`src/rtl/par2ser.sv`:
```
// par2ser: serializes parallel words into a valid-qualified bit stream and counts completed words
module par2ser #(
    parameter int       WIDTH     = 8,
    parameter bit       LSB_FIRST = 1'b1,
    parameter int       CNT_W     = 8
) (
    input  logic             clk,
    input  logic             rst_n,
    input  logic             in_vld,
    input  logic [WIDTH-1:0] in_data,
    output logic             in_rdy,
    output logic             din_vld,
    output logic             din,
    output logic             last,
    output logic [CNT_W-1:0] word_cnt
);
    localparam int IDX_W = $clog2(WIDTH);
    localparam logic [IDX_W-1:0] IDX_LAST = IDX_W'(WIDTH - 1);

    typedef enum logic {IDLE, SHIFT} state_t;

    state_t           state_q, state_d;
    logic [IDX_W-1:0] idx_q, idx_d;
    logic [WIDTH-1:0] shreg_q, shreg_d;
    logic [CNT_W-1:0] word_cnt_q, word_cnt_d;
    logic             at_last, accept;

    // state registers; reset discards any partial word and its count immediately
    always_ff @(posedge clk or negedge rst_n) begin
        if (!rst_n) begin
            state_q    <= IDLE;
            idx_q      <= '0;
            shreg_q    <= '0;
            word_cnt_q <= '0;
        end else begin
            state_q    <= state_d;
            idx_q      <= idx_d;
            shreg_q    <= shreg_d;
            word_cnt_q <= word_cnt_d;
        end
    end

    // next state and outputs; the last-bit cycle doubles as a reload slot for gapless back-to-back words
    always_comb begin
        state_d    = state_q;
        idx_d      = idx_q;
        shreg_d    = shreg_q;
        word_cnt_d = word_cnt_q;
        at_last    = (state_q == SHIFT) && (idx_q == IDX_LAST);
        in_rdy     = (state_q == IDLE) || at_last;
        accept     = in_vld && in_rdy;
        din_vld    = (state_q == SHIFT);
        last       = at_last;
        din        = (state_q == SHIFT) && (LSB_FIRST ? shreg_q[0] : shreg_q[WIDTH-1]);
        word_cnt   = word_cnt_q;
        if (at_last)
            word_cnt_d = word_cnt_q + CNT_W'(1);
        if (accept) begin
            state_d = SHIFT;
            idx_d   = '0;
            shreg_d = in_data;
        end else if (at_last) begin
            state_d = IDLE;
            idx_d   = '0;
        end else if (state_q == SHIFT) begin
            idx_d   = idx_q + IDX_W'(1);
            shreg_d = LSB_FIRST ? (shreg_q >> 1) : (shreg_q << 1);
        end
    end
endmodule
```
`config.mk`:
```
export PLATFORM = sky130hd
export DESIGN_NAME = par2ser
export DESIGN_NICKNAME = d
export VERILOG_FILES = /design/src/rtl/par2ser.sv
export SDC_FILE = /design/constraint.sdc
export NUM_CORES = 1
export LEC_CHECK = 0
export ABC_AREA = 1
export BUFFER_PORTS_ARGS = -buffer_cell sky130_fd_sc_hd__buf_2
export CORE_MARGIN = 5
export CORE_UTILIZATION = 50
export DETAILED_ROUTE_END_ITERATION = 8
export GPL_ROUTABILITY_DRIVEN = 0
export HOLD_SLACK_MARGIN = 0.05
export PLACE_DENSITY = 0.86
export SLEW_MARGIN = 20
export SYNTH_ARGS = -nofsm -noshare
export SYNTH_HDL_FRONTEND = slang
export SYNTH_SLANG_ARGS = --single-unit
```
`constraint.sdc`:
```
create_clock -name clk -period 1.8 [get_ports clk]
set_input_delay 0.09 -clock clk [delete_from_list [all_inputs] [get_ports clk]]
set_output_delay 0.09 -clock clk [all_outputs]
set_load 0.01 [all_outputs]
```
Yosys cells after proc, flatten, opt, wreduce, memory -nomap -nowiden
Cells that the tools add are included.

Add/subtract/negate cells: 2. Multipliers: 0. Divide/modulo/power cells: 0. Magnitude comparators: 0. Equal/unequal tests: 2. Shift operators: 0. Mux-type cells: 8. Bitwise operators: 1. Reduce and logical (&&, ||, !) cells: 8.

Operators by type and width (count): $mux 8 (3); $mux 3 (3); $add 8x1->8 const B (1); $reduce_bool 2->1 (2); $add 3x1->3 const B (1); $eq 3x3->1 const B (1); $logic_and 1x1->1 (3); $reduce_bool 3->1 (1); $mux 1 (2); $ne 2x1->1 const B (1); $reduce_and 2->1 (1); $logic_or 1x1->1 (1); $not 1->1 (1).

Bits in registers: 20. Latch bits: 0. RAM bits: 0. Memory bits (read-only): 0. Input port bits: 11. Memories: 0.

Logic depth before layout (Yosys ltp)
Depth after elaboration: 6. Gate-level depth with buffers: 8. Depth with buffers taken out: 8.

Worst setup path after synthesis
Ideal clock, no wire load.

Path kind: register -> register. Start: register idx_q[0]. End: register shreg_q[2]. Arrival: 1.257 ns. Data required time: 1.676 ns. Setup slack: 0.419 ns. Stages on the path, launching flop included: 9. Buffers on the path: 0. Clock period less this slack: 1.381 ns. Cells stage by stage: dfrtp_1 -> ha_1 -> ha_1 -> inv_1 -> nand2_2 -> inv_4 -> nor2_4 -> nand2_1 -> nand3_1.

Word-level cells in the longest chain between the ends: 6. Elaborated cells on any way between the ends: 8. Those cells by class: eq/ne (2); mux (1); reduce/logical (5).

RTL lines: start, declared (line 23) `logic [IDX_W-1:0] idx_q, idx_d;`; start signal, assigned (line 37) `idx_q <= idx_d;`; $eq 3x3->1 (*) (line 49) `at_last = (state_q == SHIFT) && (idx_q == IDX_LAST);`; $logic_and 1x1->1 (*) (line 49); $logic_or 1x1->1 (*) (line 50) `in_rdy = (state_q == IDLE) || at_last;`; net in_rdy (line 11) `output logic in_rdy,`; $logic_and 1x1->1 (*) (line 51) `accept = in_vld && in_rdy;`; $ne 2x1->1 (no source line) or $reduce_bool 2->1 (tied branches); $reduce_and 2->1 (no source line); end signal, assigned (line 38) `shreg_q <= shreg_d;`; end, declared (line 24) `logic [WIDTH-1:0] shreg_q, shreg_d;`.

The timed path passes the listed nets; every way through them passes the cells marked *. A chain may end at the register's enable or synchronous reset.

Final worst setup path
Start: register idx_q[0]. End: output port last.

Word-level cells in the longest chain between the ends: 2.

RTL lines: $eq 3x3->1 (line 49); $logic_and 1x1->1 (line 49); end, declared (line 14) `output logic last,`.

Every way passes these cells.

==> impl_metrics.env <==
export IMPL_crit_start="idx_q[0]"
export IMPL_path_cells="ha_1, ha_1, nand2_4, inv_1, buf_2"
export IMPL_cpMaxStageDelayCell="dfrtp_1"
export IMPL_grt_overflow=0
export IMPL_maxSlewViolCount=0
export IMPL_ys_types=17
export IMPL_hold_viol_final=0
export IMPL_instances_no_fill=169
export IMPL_die_area_um2=2905
export IMPL_synth_fp_nets=123
export IMPL_grt_max_degree=21
export IMPL_drtPass1Iterations=4
export IMPL_endpoint="last"
export IMPL_area_growth_syn_to_layout_pct=27.79
export IMPL_insertion_delay_ns=0.30
export IMPL_placed_cell_area_um2=1105
export IMPL_wl_per_cell_um=11.22
export IMPL_reg2reg_slack_ns=0.29
export IMPL_start_util=0.5404
export IMPL_crit_fanout=5
export IMPL_hold_start="in_vld"
export IMPL_syn_area_per_cell_um2=8.839
export IMPL_leakage_uw=0.0006812
export IMPL_critPathKind="flop to output pin"
export IMPL_nFillCells=142
export IMPL_htree_levels=1
export IMPL_die_x_um=53.90
export IMPL_grt_pass1_vias=778
export IMPL_worstMarginPinSlew_ns=0.4330
export IMPL_post_route_period_util=0.8881
export IMPL_drtIter0Drc=22
export IMPL_finalInstanceArea_um2=1231
export IMPL_cts_buffer_depth=2
export IMPL_period_needed_ns=1.599
export IMPL_core_um2=1783
export IMPL_status="completed"
export IMPL_port_buffers=22
export IMPL_finalSetupTns_ns=0
export IMPL_setup_viol=0
export IMPL_p_total_uw=1559
export IMPL_worst_setup_path_start_kind="flop"
export IMPL_r2r_cells=8
export IMPL_final_cell_mix="41 x nand2_1, 22 x buf_2, 20 x dfrtp_1"
export IMPL_relSlewSlack=0.7113
export IMPL_hold_path_class="input port to flop"
export IMPL_fmax_mhz=625.6
export IMPL_vias_per_cell=4.686
export IMPL_place_inst=156
export IMPL_vias=792
export IMPL_synth_warning_count=0
export IMPL_grt_total_usage=0.1590
export IMPL_endpoint_kind="output pin"
export IMPL_layout_nets=159
export IMPL_drtAntennaViolNets=0
export IMPL_numClockSinks=20
export IMPL_arrival_ns=1.51
export IMPL_syn_inst=109
export IMPL_die_h_um=53.90
export IMPL_multiInputGateArea_um2=407.9
export IMPL_r2r_end="shreg_q[2]"
export IMPL_dpl_worst_slack_ns=0.3286
export IMPL_cp_common_cell="ha_1"
export IMPL_drc_errors=0
export IMPL_max_cap_violations=0
export IMPL_grt_pass1_wl_mm=3.332
export IMPL_cpPeakStageDelay_ns=0.42
export IMPL_rows=15
export IMPL_diodes=0
export IMPL_regArea_um2=500.5
export IMPL_cts_clk_slew_worst_paths_ns=0.12
export IMPL_required_ns=1.71
export IMPL_clock_skew_ns=0.004950
export IMPL_cts_tree="built"
export IMPL_ir_worst_vdd_mv=0.6480
export IMPL_cts_resized=0
export IMPL_drive_gt1_frac=0.2431
export IMPL_power_per_cell_area_nw_per_um2=1266
export IMPL_syn_area_um2=963.4
export IMPL_dp_hpwl_mm=1.361
export IMPL_finalWorstSetupSlack_ns=0.2014
export IMPL_pin_count=23
export IMPL_ctsRootBufferMaster="clkbuf_4"
export IMPL_cts_buffers=3
export IMPL_antenna_found_initial=0
export IMPL_rsz0062_at_grt="false"
export IMPL_synth_seq_area_share=0.5195
export IMPL_wirelength_mm=1.897
export IMPL_r2r_start="idx_q[0]"
export IMPL_ys_seq_elements=20
export IMPL_final_common_cell="nand2_1"
final cells by class:
type                       count  share of cell area
timing repair buffer          31              0.1626
sequential                    20              0.4065
multi-input combinational     75              0.3313
tap                           25             0.02541
clock buffer                   4             0.02947
inverter                      14             0.04472
cell usage after synthesis:
master | n | area share
nand3_1 | 10 | 0.052
nand4_1 | 2 | 0.013
nor2_1 | 5 | 0.019
xnor2_1 | 2 | 0.018
ha_1 | 3 | 0.039
inv_1 | 13 | 0.051
o21ai_2 | 1 | 0.0091
a22o_2 | 1 | 0.010
dfrtp_1 | 20 | 0.52
nand2_2 | 1 | 0.0065
nor2_4 | 3 | 0.035
nand2_4 | 1 | 0.012
xor2_1 | 2 | 0.018
o21ai_0 | 2 | 0.010
inv_4 | 1 | 0.0065
nor2_8 | 1 | 0.021
nand2_1 | 41 | 0.16
report_power, final:
part / switching [µW] / internal (µW)
Sequential: 118 / 593
Clock: 138 / 123
Combinational: 342 / 246
Total: 598 / 961
critical path: cells and delay by family (launching register included):
family / cells / cell delay (ns)
adders and majority gates: 2 / 0.43
buffers and inverters: 2 / 0.24
DFF: 1 / 0.42
and+or+nand+nor: 1 / 0.13
state kept, by name (all words and copies together) (netlist names):
| signal | flops |
|---|---|
| word_cnt | 8 |
| idx_q | 3 |
| din_vld | 1 |
| shreg_q | 8 |
layer usage:
metal  global-route usage  wire length [µm]
met5                    0                 0
met4              0.06809                21
met3              0.02770                67
met2               0.2601               955
met1               0.2049               852
metrics by stage:
stage,hold WS (ns),utilization
2_1_floorplan,-0.2056,-
3_3_place_gp,0.05851,0.6196
4_1_cts,0.06514,0.6905
5_1_grt,0.08369,0.6905
6_report,0.07504,0.6905
3_5_place_dp,0.06107,0.6196
what timing repair did:
item                                    CTS  global route
hold buffers                              9             0
endpoints found under the hold margin    28             0
setup buffers                             0             0
endpoints found under the setup margin    0             0
worst min path at each step:
stage,endpoint,depth (start not counted)
2_1_floorplan,din_vld,0
3_3_place_gp,shreg_q[4],1
3_5_place_dp,shreg_q[4],1
4_1_cts,din_vld,3
5_1_grt,din_vld,3
6_report,din_vld,3
cells by family (layout without fill, tap and decap cells):
family	Yosys count	in the layout	share of synthesized area
fa+ha+maj	3	3	0.03897
compound gates	4	4	0.02987
flops	20	20	0.5195
simple gates	64	64	0.3182
xor+xnor	4	4	0.03637
buf+inv	14	49	0.05715
Note: power is estimated with default switching activity, not from simulation.
